File: src/rtl/queue_ctrl_8x4_pkg.sv
// Shared constants and types for the 8-deep, 4-bit queue controller.
package queue_ctrl_8x4_pkg;

    localparam int DEPTH = 8;
    localparam int WIDTH = 4;
    localparam int AW    = 3;
    localparam int CW    = 4;

    typedef logic [WIDTH-1:0] word_t;
    typedef logic [AW-1:0]    ptr_t;
    typedef logic [CW-1:0]    cnt_t;

    localparam cnt_t COUNT_FULL  = cnt_t'(DEPTH);
    localparam cnt_t COUNT_EMPTY = '0;

    // Pointer advance; AW bits wrap 7->0 naturally.
    function automatic ptr_t ptr_next(input ptr_t p);
        return p + ptr_t'(1);
    endfunction

endpackage

File: src/rtl/queue_ctrl_8x4_ram.sv
// 8x4 synchronous 1R1W RAM: registered read, write on rising edge.
module xst_ram_1r1w_synch_8_4_0 (
    input  logic       clk,
    input  logic       we,
    input  logic [2:0] wr_addr,
    input  logic [3:0] wr_data,
    input  logic [2:0] rd_addr,
    output logic [3:0] rd_data
);

    logic [3:0] mem [0:7];

    // Storage write port.
    always_ff @(posedge clk) begin
        if (we) begin
            mem[wr_addr] <= wr_data;
        end
    end

    // Registered read port; data appears the cycle after the address.
    always_ff @(posedge clk) begin
        rd_data <= mem[rd_addr];
    end

endmodule

File: src/rtl/queue_ctrl_8x4.sv
// Queue controller around an external 8x4 RAM: pointers, occupancy, flags.
module queue_ctrl_8x4
    import queue_ctrl_8x4_pkg::*;
(
    input  logic             clk,
    input  logic             reset,
    input  logic             push,
    input  logic [WIDTH-1:0] push_data,
    output logic             push_ready,
    input  logic             pop,
    output logic             pop_ready,
    output logic             pop_valid,
    output logic [WIDTH-1:0] pop_data,
    output logic [CW-1:0]    count,
    output logic             full,
    output logic             empty,
    output logic             overflow,
    output logic             underflow
);

    ptr_t  wr_ptr;
    ptr_t  rd_ptr;
    word_t ram_rd_data;
    logic  push_acc;
    logic  pop_acc;

    assign full       = (count == COUNT_FULL);
    assign empty      = (count == COUNT_EMPTY);
    assign push_ready = !full;
    assign pop_ready  = !empty;

    // A full queue refuses pushes even alongside a pop, so the RAM never
    // sees a write and a read to the same slot in one cycle.
    assign push_acc = push && !full;
    assign pop_acc  = pop && !empty;

    // The RAM read is registered, so its output lines up with pop_valid.
    assign pop_data = pop_valid ? ram_rd_data : '0;

    xst_ram_1r1w_synch_8_4_0 u_ram (
        .clk     (clk),
        .we      (push_acc),
        .wr_addr (wr_ptr),
        .wr_data (push_data),
        .rd_addr (rd_ptr),
        .rd_data (ram_rd_data)
    );

    // Pointers, occupancy and the registered status pulses.
    always_ff @(posedge clk or posedge reset) begin
        if (reset) begin
            wr_ptr    <= '0;
            rd_ptr    <= '0;
            count     <= '0;
            pop_valid <= 1'b0;
            overflow  <= 1'b0;
            underflow <= 1'b0;
        end else begin
            if (push_acc) begin
                wr_ptr <= ptr_next(wr_ptr);
            end
            if (pop_acc) begin
                rd_ptr <= ptr_next(rd_ptr);
            end
            case ({push_acc, pop_acc})
                2'b10:   count <= count + cnt_t'(1);
                2'b01:   count <= count - cnt_t'(1);
                default: count <= count;
            endcase
            pop_valid <= pop_acc;
            overflow  <= push && full;
            underflow <= pop && empty;
        end
    end

endmodule

File: config.mk
export PLATFORM = sky130hd
export DESIGN_NAME = queue_ctrl_8x4
export DESIGN_NICKNAME = d
export VERILOG_FILES = /design/src/rtl/queue_ctrl_8x4_pkg.sv /design/src/rtl/queue_ctrl_8x4_ram.sv /design/src/rtl/queue_ctrl_8x4.sv
export SDC_FILE = /design/constraint.sdc
export NUM_CORES = 1
export LEC_CHECK = 0
export CAP_MARGIN = 25
export CORE_MARGIN = 2
export CORE_UTILIZATION = 50
export DETAILED_ROUTE_END_ITERATION = 16
export GPL_TIMING_DRIVEN = 0
export HOLD_SLACK_MARGIN = 0.03
export PLACE_DENSITY = 0.73
export SLEW_MARGIN = 10
export SYNTH_ARGS = -nofsm -noshare
export SYNTH_HDL_FRONTEND = slang
export SYNTH_SLANG_ARGS = --single-unit
export TNS_END_PERCENT = 100
File: constraint.sdc
create_clock -name clk -period 3.2 [get_ports clk]
set_clock_uncertainty 0.05 [all_clocks]
set_input_delay 0.48 -clock clk [delete_from_list [all_inputs] [get_ports clk]]
set_output_delay 0.48 -clock clk [all_outputs]
set_load 0.1 [all_outputs]
==> impl_results.md <==
- Antenna violations before repair: 0
- Pwr Density: 1040 nW/um^2
- Post-synth cell types: 35
- Total placed cells including tap cells: about 200
- Slew headroom: 0.341
- Final Non-Filler Cells: 205
- Cts hold-fix bufs: 0
- Die area: 4650 um^2
- WL final: 3520 um
- HPWL Detailed: 2540 um
- Number of DRC markers in iteration 0: 70
- Final nets: 167
- Fmax: 330 MHz
- Area Overhead vs Synth: 19.0%
- #FFs+latches synth: 49
- CP Max Fanout: 8
- I/O Buffers: 22
- Post-route DRC: 0
- Crit path capture type: output pin
- Post-route ant nets: 0
- CTS clk-pin slew, worst paths: around 0.09 ns
- Max cap viols: 0
- Place WS: 0.297 ns
- Total track usage: 0.177
- Synth top area share: 0.467
- Hold Crit Class: in -> async
- Clock Path Buffers: 2
- Clk_lat worst skew: ~0.3 ns
- I/O pin count: 23
- Final slew viol count: 0
- Final GP Congestion: 0.767
- Worst R2R Path Depth: 9
- Vias in the first global route: 1,109
- First-pass iteration count of the detailed router: 4
- Reg2reg setup slack: between 0.3 and 0.4 ns
- Worst EP required: 2.67 ns
- Hold_ws: 0.482 ns
- GR Overflow Total: 0
- Chip height: 68.2 um
- First-pass GRT wire length: 5520 um
- RSZ-0062 raised after global routing: false
- Worst Setup Path Type: reg -> out
- Routed vias/inst: 5.41
- Total setup buffers inserted after CTS: 0
- CP Data Arrival Time: 2.50 ns
- Htree depth: 2
- Static Leak: slightly above 0.9 nW
- Setup slack after layout: about 0.17 ns
- Peak VDD IR: 570 uV
- Rows: 23
- Worst-Margin Slew: around 1 ns
- Core Box Area: 3970 um^2
- Post-DP Area: around 2300 um^2
- Cell count after synthesis: 125
- Die W: 68.2 um
- Outcome: completed
- Effective utilization at floorplan: 0.519
- Net Count, Synth: around 140
- Multi-input logic area: 636 um^2
- Yosys warns: 0
- Min Tclk post-route: 3.03 ns
- Wire per inst: 17.2 um
- Synthesized area: 2060 um^2
- Root buffer cell: clkbuf_8
- Via Count: 1,110
- CTS buffer count: 5
- Period utilization: 0.947
- CTS tree: built
- Setup TNS: 0 ns
- CTS Sinks: 49
- Startpoint of the worst-slack reg-to-reg timing path: count[1]
- Post-route cell area: 2450 um^2
- Share of cells above drive strength 1: 0.213
- Register area: 1370 um^2
- # setup viols final: 0
- CP startpoint kind: flop
- Pin count of the biggest net entering global routing: 15
- Mean area per synthesized cell: 16.5 um^2
- Hold Vio Cnt, Final: 0
- Area leader, netlist: edfxtp_1
- Number of fill cells in the layout: between 300 and 400
- Reg-to-reg endpoint: count[3]
- Sequential share of the synthesized area: 0.663
- Synth area leaders: edfxtp_1 47%, dfrtp_1 16%, mux4_2 8.7%, dfxtp_1 3.9%, ha_1 3.0%
- ANT cells: 0
- Worst setup path startpoint: count[1]
-- cell type report --
type | count | area share
plain buffers | 5 | 0.0143
clock buffers | 7 | 0.0393
clock inverters | 1 | 0.00204
inverters | 6 | 0.00919
multi-input cells | 65 | 0.259
flip-flops and latches | 49 | 0.560
well taps | 50 | 0.0255
repair buffers | 22 | 0.0904
-- stage by stage --
stage               utilization  power, W
global placement          0.591   0.00215
detailed placement        0.591   0.00219
CTS                       0.616   0.00258
finish                    0.617   0.00256
global route              0.617   0.00269
floorplan                     -   0.00191
-- flip-flops by register name, indices dropped and copies added, names as in the netlist --
register       count
rd_ptr             3
pop_valid          1
u_ram.mem         32
u_ram.rd_data      4
overflow           1
wr_ptr             3
count              4
underflow          1
-- kinds of logic after synthesis --
logic type / after synthesis / share of synthesized area
flip-flops: 49 / 0.663
AO/OA/AOI/OAI: 6 / 0.0225
multiplexers: 16 / 0.132
XOR/XNOR: 7 / 0.0298
adder cells (fa/ha/maj): 5 / 0.0304
buffers and inverters: 11 / 0.0279
AND/OR/NAND/NOR: 31 / 0.0936
-- report_power, final --
part           total [W]  switching, W  internal, W
registers       0.000962      0.000116     0.000846
logic            0.00120      0.000770     0.000433
clock network   0.000394      0.000199     0.000195
total            0.00256       0.00108      0.00147
-- synthesized netlist by cell type, drive strengths merged --
master	instances
a2111oi	1
a21o	1
a21oi	1
and2	6
buf	3
clkbuf	2
dfrtp	13
dfxtp	4
edfxtp	32
ha	5
inv	6
mux2	7
mux2i	1
mux4	8
nand2	3
nand2b	2
nand3	3
nand3b	2
nor2	7
nor2b	1
nor3	2
o21a	1
o221ai	1
o41ai	1
or3b	1
or4	2
or4b	2
xnor2	6
xor2	1
-- what timing repair did --
action                                  in CTS  in global routing
resized for setup                            1                  1
pin swaps                                    0                  0
endpoints found under the setup margin       1                  1
-- layer usage --
layer / GRT usage / part of all wire / vias up
met5: 0 / 0 / -
met4: 0.0750 / 0.017 / 0
met3: 0.0592 / 0.052 / 5
met2: 0.296 / 0.52 / 30
met1: 0.207 / 0.41 / 551
li1: - / - / 524
-- layout by cell type, fill, tap and decap left out, types with 2 or more instances in the layout --
master / netlist / routed
and2_1: 6 / 6
buf_6: 2 / 2
clkbuf_1: 2 / 2
clkbuf_8: 0 / 7
clkdlybuf4s50_1: 0 / 20
dfrtp_1: 13 / 9
dfrtp_2: 0 / 4
dfxtp_1: 4 / 4
edfxtp_1: 32 / 32
ha_1: 5 / 5
inv_1: 6 / 6
mux2_2: 5 / 5
mux4_2: 8 / 8
nand2_1: 2 / 2
nand2b_1: 2 / 2
nand3_1: 3 / 3
nand3b_1: 2 / 2
nor2_1: 7 / 7
nor3_1: 2 / 2
xnor2_1: 6 / 6
-- critical path, stage by stage, from the launching register on --
cell and delay, ns:
dfrtp_2 0.42, buf_6 0.13, or4b_4 0.53, buf_6 0.15, clkdlybuf4s50_1 0.96
-- worst max path at each step --
stage,end
floorplan,count[3]
global placement,full
detailed placement,full
CTS,empty
global route,push_ready
finish,push_ready
Note: power is estimated with default switching activity, not from simulation.
==> variant 1, RTL diff (config.mk and constraints unchanged) <==
Remove the register `overflow`: a continuous assignment takes its place, so the output `overflow` follows one clock earlier.
--- a/src/rtl/queue_ctrl_8x4.sv
+++ b/src/rtl/queue_ctrl_8x4.sv
@@ -53,7 +53,6 @@
             rd_ptr    <= '0;
             count     <= '0;
             pop_valid <= 1'b0;
-            overflow  <= 1'b0;
             underflow <= 1'b0;
         end else begin
             if (push_acc) begin
@@ -68,10 +67,11 @@
                 default: count <= count;
             endcase
             pop_valid <= pop_acc;
-            overflow  <= push && full;
             underflow <= pop && empty;
         end
     end
 
+    assign overflow = push && full;
+
 endmodule
 
Check against the original RTL: not equivalent (a bounded check fails within 10 cycles, from zero or initial values and one cycle with reset high).
==> variant 1 against the original RTL <==
  * Cell count down 0.49%
  * Die area down 1.2%
  * Setup slack worse by 87 ps
  * Area after synthesis down 1.2%
  * Non-clock buffer count unchanged
  * Global-route usage down 0.42 points
  * Sequential cell count down 1
  * Total power down 2.4%
  * Routed wire length down 4.1%
  * Utilization down 0.88 points
  * Cell area down 1.4%
  * Largest power group unchanged
==> variant 1: results (changes against the original RTL) <==
metric,value,unit,change
Routability Congestion,0.772,,was 0.767
wire length after detailed routing,3380,µm,was 3520 µm
peak supply drop,0.000638,V,was 0.000570 V
Resize count post-CTS,2,,was 1
slew at the pin closest to its max-slew limit,972,ps,was 987 ps
multi-input gate share of the layout cell area,0.264,,was 0.259
sequential cell area,0.00135,mm²,was 0.00137 mm²
Post-synth top cells,"edfxtp_1 (32), dfrtp_1 (12), mux4_2 (8), nor2_1 (7)",,"was edfxtp_1 (32), dfrtp_1 (13), mux4_2 (8), nor2_1 (7)"
outcome,"finished, final reports clean",,unchanged
worst-case setup slack after placement,166,ps,was 297 ps
met1 demand-to-capacity share in global routing,0.200,,was 0.207
fraction of final layout cells sized beyond drive strength 1,0.214,,was 0.213
global-route wire length before repair,5440,µm,was 5520 µm
internal power consumption,1.44,mW,was 1.47 mW
layout sequential cell count,48,,was 49
routed vias/inst,5.30,,was 5.41
synth top area cells,"edfxtp_1 (47%), dfrtp_1 (15%), mux4_2 (8.9%)",,"was edfxtp_1 (47%), dfrtp_1 (16%), mux4_2 (8.7%)"
hold slack,460,ps,was 482 ps
YS warnings,0,,unchanged
post-synthesis async set-or-reset flop share,0.250,,was 0.265
maximum fanout count along the critical path,8,,unchanged
count of routing violations after the opening detailed-route iteration,19,,was 70
met3 layer usage reported by global route,0.0500,,was 0.0592
Detail Placement HPWL,2390,µm,was 2540 µm
Global Route Usage Sum,0.172,,was 0.177
GR met2 Demand/Resource,0.304,,was 0.296
static power due to leakage,0.872,nW,was 0.916 nW
number of filler cells placed in the layout,310,,was 312
maximum cell stage delay along the critical path,1130,ps,was 960 ps
Mapped Nets,137,,was 138
critical path arrival,2590,ps,was 2500 ps
register area share after synthesis,0.659,,was 0.663
maximum number of pins on one net before global-route repair,14,,was 15
[variant 1: cell types whose count changed after synthesis, sizes merged]
cell,before,now
dfrtp,13,12
[variant 1: routing by layer]
| layer | part of all wire | vias up |
|---|---|---|
| met4 | 0.016 | 0 |
| met2 | 0.51 | 22 |
| li1 | - | 519 |
| met1 | 0.43 | 534 |
| met5 | 0 | - |
| met3 | 0.044 | 6 |
[variant 1: power groups by stage]
stage               registers, mW  logic, mW  clock network [mW]
floorplan                    1.15      0.746                   0
global placement            0.951       1.18                   0
detailed placement          0.963       1.20                   0
CTS                         0.951       1.20               0.366
global route                0.971       1.28               0.390
finish                      0.948       1.19               0.362
[variant 1: worst max path at each step]
stage	slack (ps)	from	cells after the start	to
after floorplan	9	count[1]$_DFFE_PP0P_	9	count[3]$_DFFE_PP0P_
after global placement	170	count[1]$_DFFE_PP0P_	6	overflow
after detailed placement	170	count[1]$_DFFE_PP0P_	6	overflow
after CTS	70	count[1]$_DFFE_PP0P_	4	empty
after global routing	7	count[1]$_DFFE_PP0P_	4	empty
final	80	count[1]$_DFFE_PP0P_	4	empty
[variant 1: kinds of logic (layout without fill, tap and decap cells)]
logic type,after synthesis,after routing,synth area share
mux,16,16,0.134
flops,48,48,0.659
compound gates,6,6,0.0228
simple gates,31,31,0.0947
xor+xnor,7,7,0.0301
buf+inv,11,41,0.0283
fa+ha+maj,5,5,0.0308
[variant 1: per-stage QoR]
| step | area, µm² | std cells | power (mW) |
|---|---|---|---|
| 2_1_floorplan | 2040 | 124 | 1.90 |
| 3_3_place_gp | 2330 | 196 | 2.13 |
| 3_5_place_dp | 2330 | 196 | 2.16 |
| 4_1_cts | 2410 | 204 | 2.52 |
| 5_1_grt | 2410 | 204 | 2.64 |
| 6_report | 2410 | 204 | 2.50 |
==> variant 2, RTL diff (same flow settings) <==
Without the edit above. Set the package constant `CW` to 8 (it was 4).
--- a/src/rtl/queue_ctrl_8x4_pkg.sv
+++ b/src/rtl/queue_ctrl_8x4_pkg.sv
@@ -4,7 +4,7 @@
     localparam int DEPTH = 8;
     localparam int WIDTH = 4;
     localparam int AW    = 3;
-    localparam int CW    = 4;
+    localparam int CW    = 8;
 
     typedef logic [WIDTH-1:0] word_t;
     typedef logic [AW-1:0]    ptr_t;
Ports: changed (resized count); port bits go from 23 to 27. No check against the original RTL was run, so the function may have changed too.
==> variant 2 against the original RTL <==
  * Routed wire length rose by 28%
  * Highest routed layer unchanged
  * Largest cell class unchanged
  * Synthesized cell count grew 31%
  * Largest power group unchanged
  * Sequential cell count grew 4
  * Total power rose by 18%
  * Cell area up 19%
  * Area after synthesis up 15%
  * Setup slack got worse by 130 ps
  * Global-route usage grew 0.12 points
==> variant 2: results (changes against the original RTL) <==
metric,value,unit,change
outcome,"finished, final reports clean",,unchanged
post-synthesis async set-or-reset flop share,0.321,,was 0.265
multi-input combinational gate total,99,,was 65
final-layout clock-cell area share,0.0370,,was 0.0414
count of routing violations after the opening detailed-route iteration,67,,was 70
area of all placed cells without fillers,0.00291,mm²,was 0.00245 mm²
port buffer count,26,,was 22
peak supply drop,0.000715,V,was 0.000570 V
Seq/total area,0.509,,was 0.560
number of filler cells placed in the layout,345,,was 312
number of non-clock buffers in the layout,34,,was 27
class of the worst hold path,reg -> reg,,was in -> async
Post-synth top cells,"edfxtp_1 (32), dfrtp_1 (17), ha_1 (9), nand2_1 (9), mux4_2 (8)",,"was edfxtp_1 (32), dfrtp_1 (13), mux4_2 (8), nor2_1 (7)"
fraction of cell area in non-clock buffers,0.103,,was 0.105
static power due to leakage,1.09,nW,was 0.916 nW
maximum fanout count along the critical path,9,,was 8
number of synthesized register bits,53,,was 49
maximum cell stage delay along the critical path,530,ps,was 960 ps
register area share after synthesis,0.617,,was 0.663
layout overhead on the synthesized area,22.4,%,was 19.0%
Crit path max-delay family,simple AND/OR/NAND/NOR gates,,was buffers and inverters
depth of the most critical reg-to-reg path,12,,was 9
Detail Placement HPWL,3140,µm,was 2540 µm
Final nets,218,,was 167
vias in the first global route,1437,,was 1109
maximum number of pins on one net before global-route repair,18,,was 15
total number of vias,1479,,was 1110
instance area at placement,0.00276,mm²,was 0.00235 mm²
distinct cell type count of the synthesized netlist,42,,was 35
Mapped Nets,182,,was 138
leading registers by flop count,"u_ram.mem (32), count (8), u_ram.rd_data (4)",,"was u_ram.mem (32), count (4), u_ram.rd_data (4)"
number of clock buffers in the layout,6,,was 7
Routability Congestion,0.814,,was 0.767
slew at the pin closest to its max-slew limit,987,ps,about the same
Global Route Usage Sum,0.178,,was 0.177
[variant 2: cell count changes in the layout (fill, tap and decap cells not counted), moves of 3 or more]
cell	delta
a21oi_1	+4
clkdlybuf4s50_1	+4
ha_1	+3
nand2_1	+6
nor2_1	-3
nor3b_1	+3
o21ai_0	+3
o21ai_1	+3
[variant 2: layer usage]
layer  vias up  global-route usage  part of all wire
met2        48               0.288              0.50
li1        687                   -                 -
met5         -                   0                 0
met4         0              0.0576             0.020
met1       733               0.243              0.45
met3        11              0.0359             0.036
[variant 2: cells by family after synthesis]
group                      count (synthesis)  share of synthesized area
DFF                                       53                      0.617
and+or+nand+nor                           41                     0.0953
AOI/OAI and AO/OA                         24                     0.0706
muxes                                     15                      0.108
buffers and inverters                     12                     0.0195
adders and majority gates                 10                     0.0558
xor gates and xnor gates                   9                     0.0332
[variant 2: path summary, 6_finish.rpt]
| check | from | slack (ps) | end |
|---|---|---|---|
| worst min-delay path | count[4]$_DFFE_PP0P_ | 500 | count[4]$_DFFE_PP0P_ |
| worst max-delay path | count[6]$_DFFE_PP0P_ | 40 | count[7]$_DFFE_PP0P_ |
| max in group asynchronous | reset | 2090 | count[2]$_DFFE_PP0P_ |
| min in group asynchronous | reset | 520 | wr_ptr[1]$_DFFE_PP0P_ |
| worst max register to register | count[6]$_DFFE_PP0P_ | 40 | count[7]$_DFFE_PP0P_ |
| worst min register to register | count[4]$_DFFE_PP0P_ | 500 | count[4]$_DFFE_PP0P_ |
[variant 2: where the power goes]
part / switching (mW) / internal [mW]
Clock: 0.209 / 0.232
Sequential: 0.157 / 0.926
Combinational: 0.978 / 0.523
Total: 1.34 / 1.68
[variant 2: what timing repair did]
action	4_1_cts	5_1_grt
endpoints found under the setup margin	2	1
buffers inserted	0	1
pin swaps	0	2
resized for setup	2	3
hold buffers	0	0
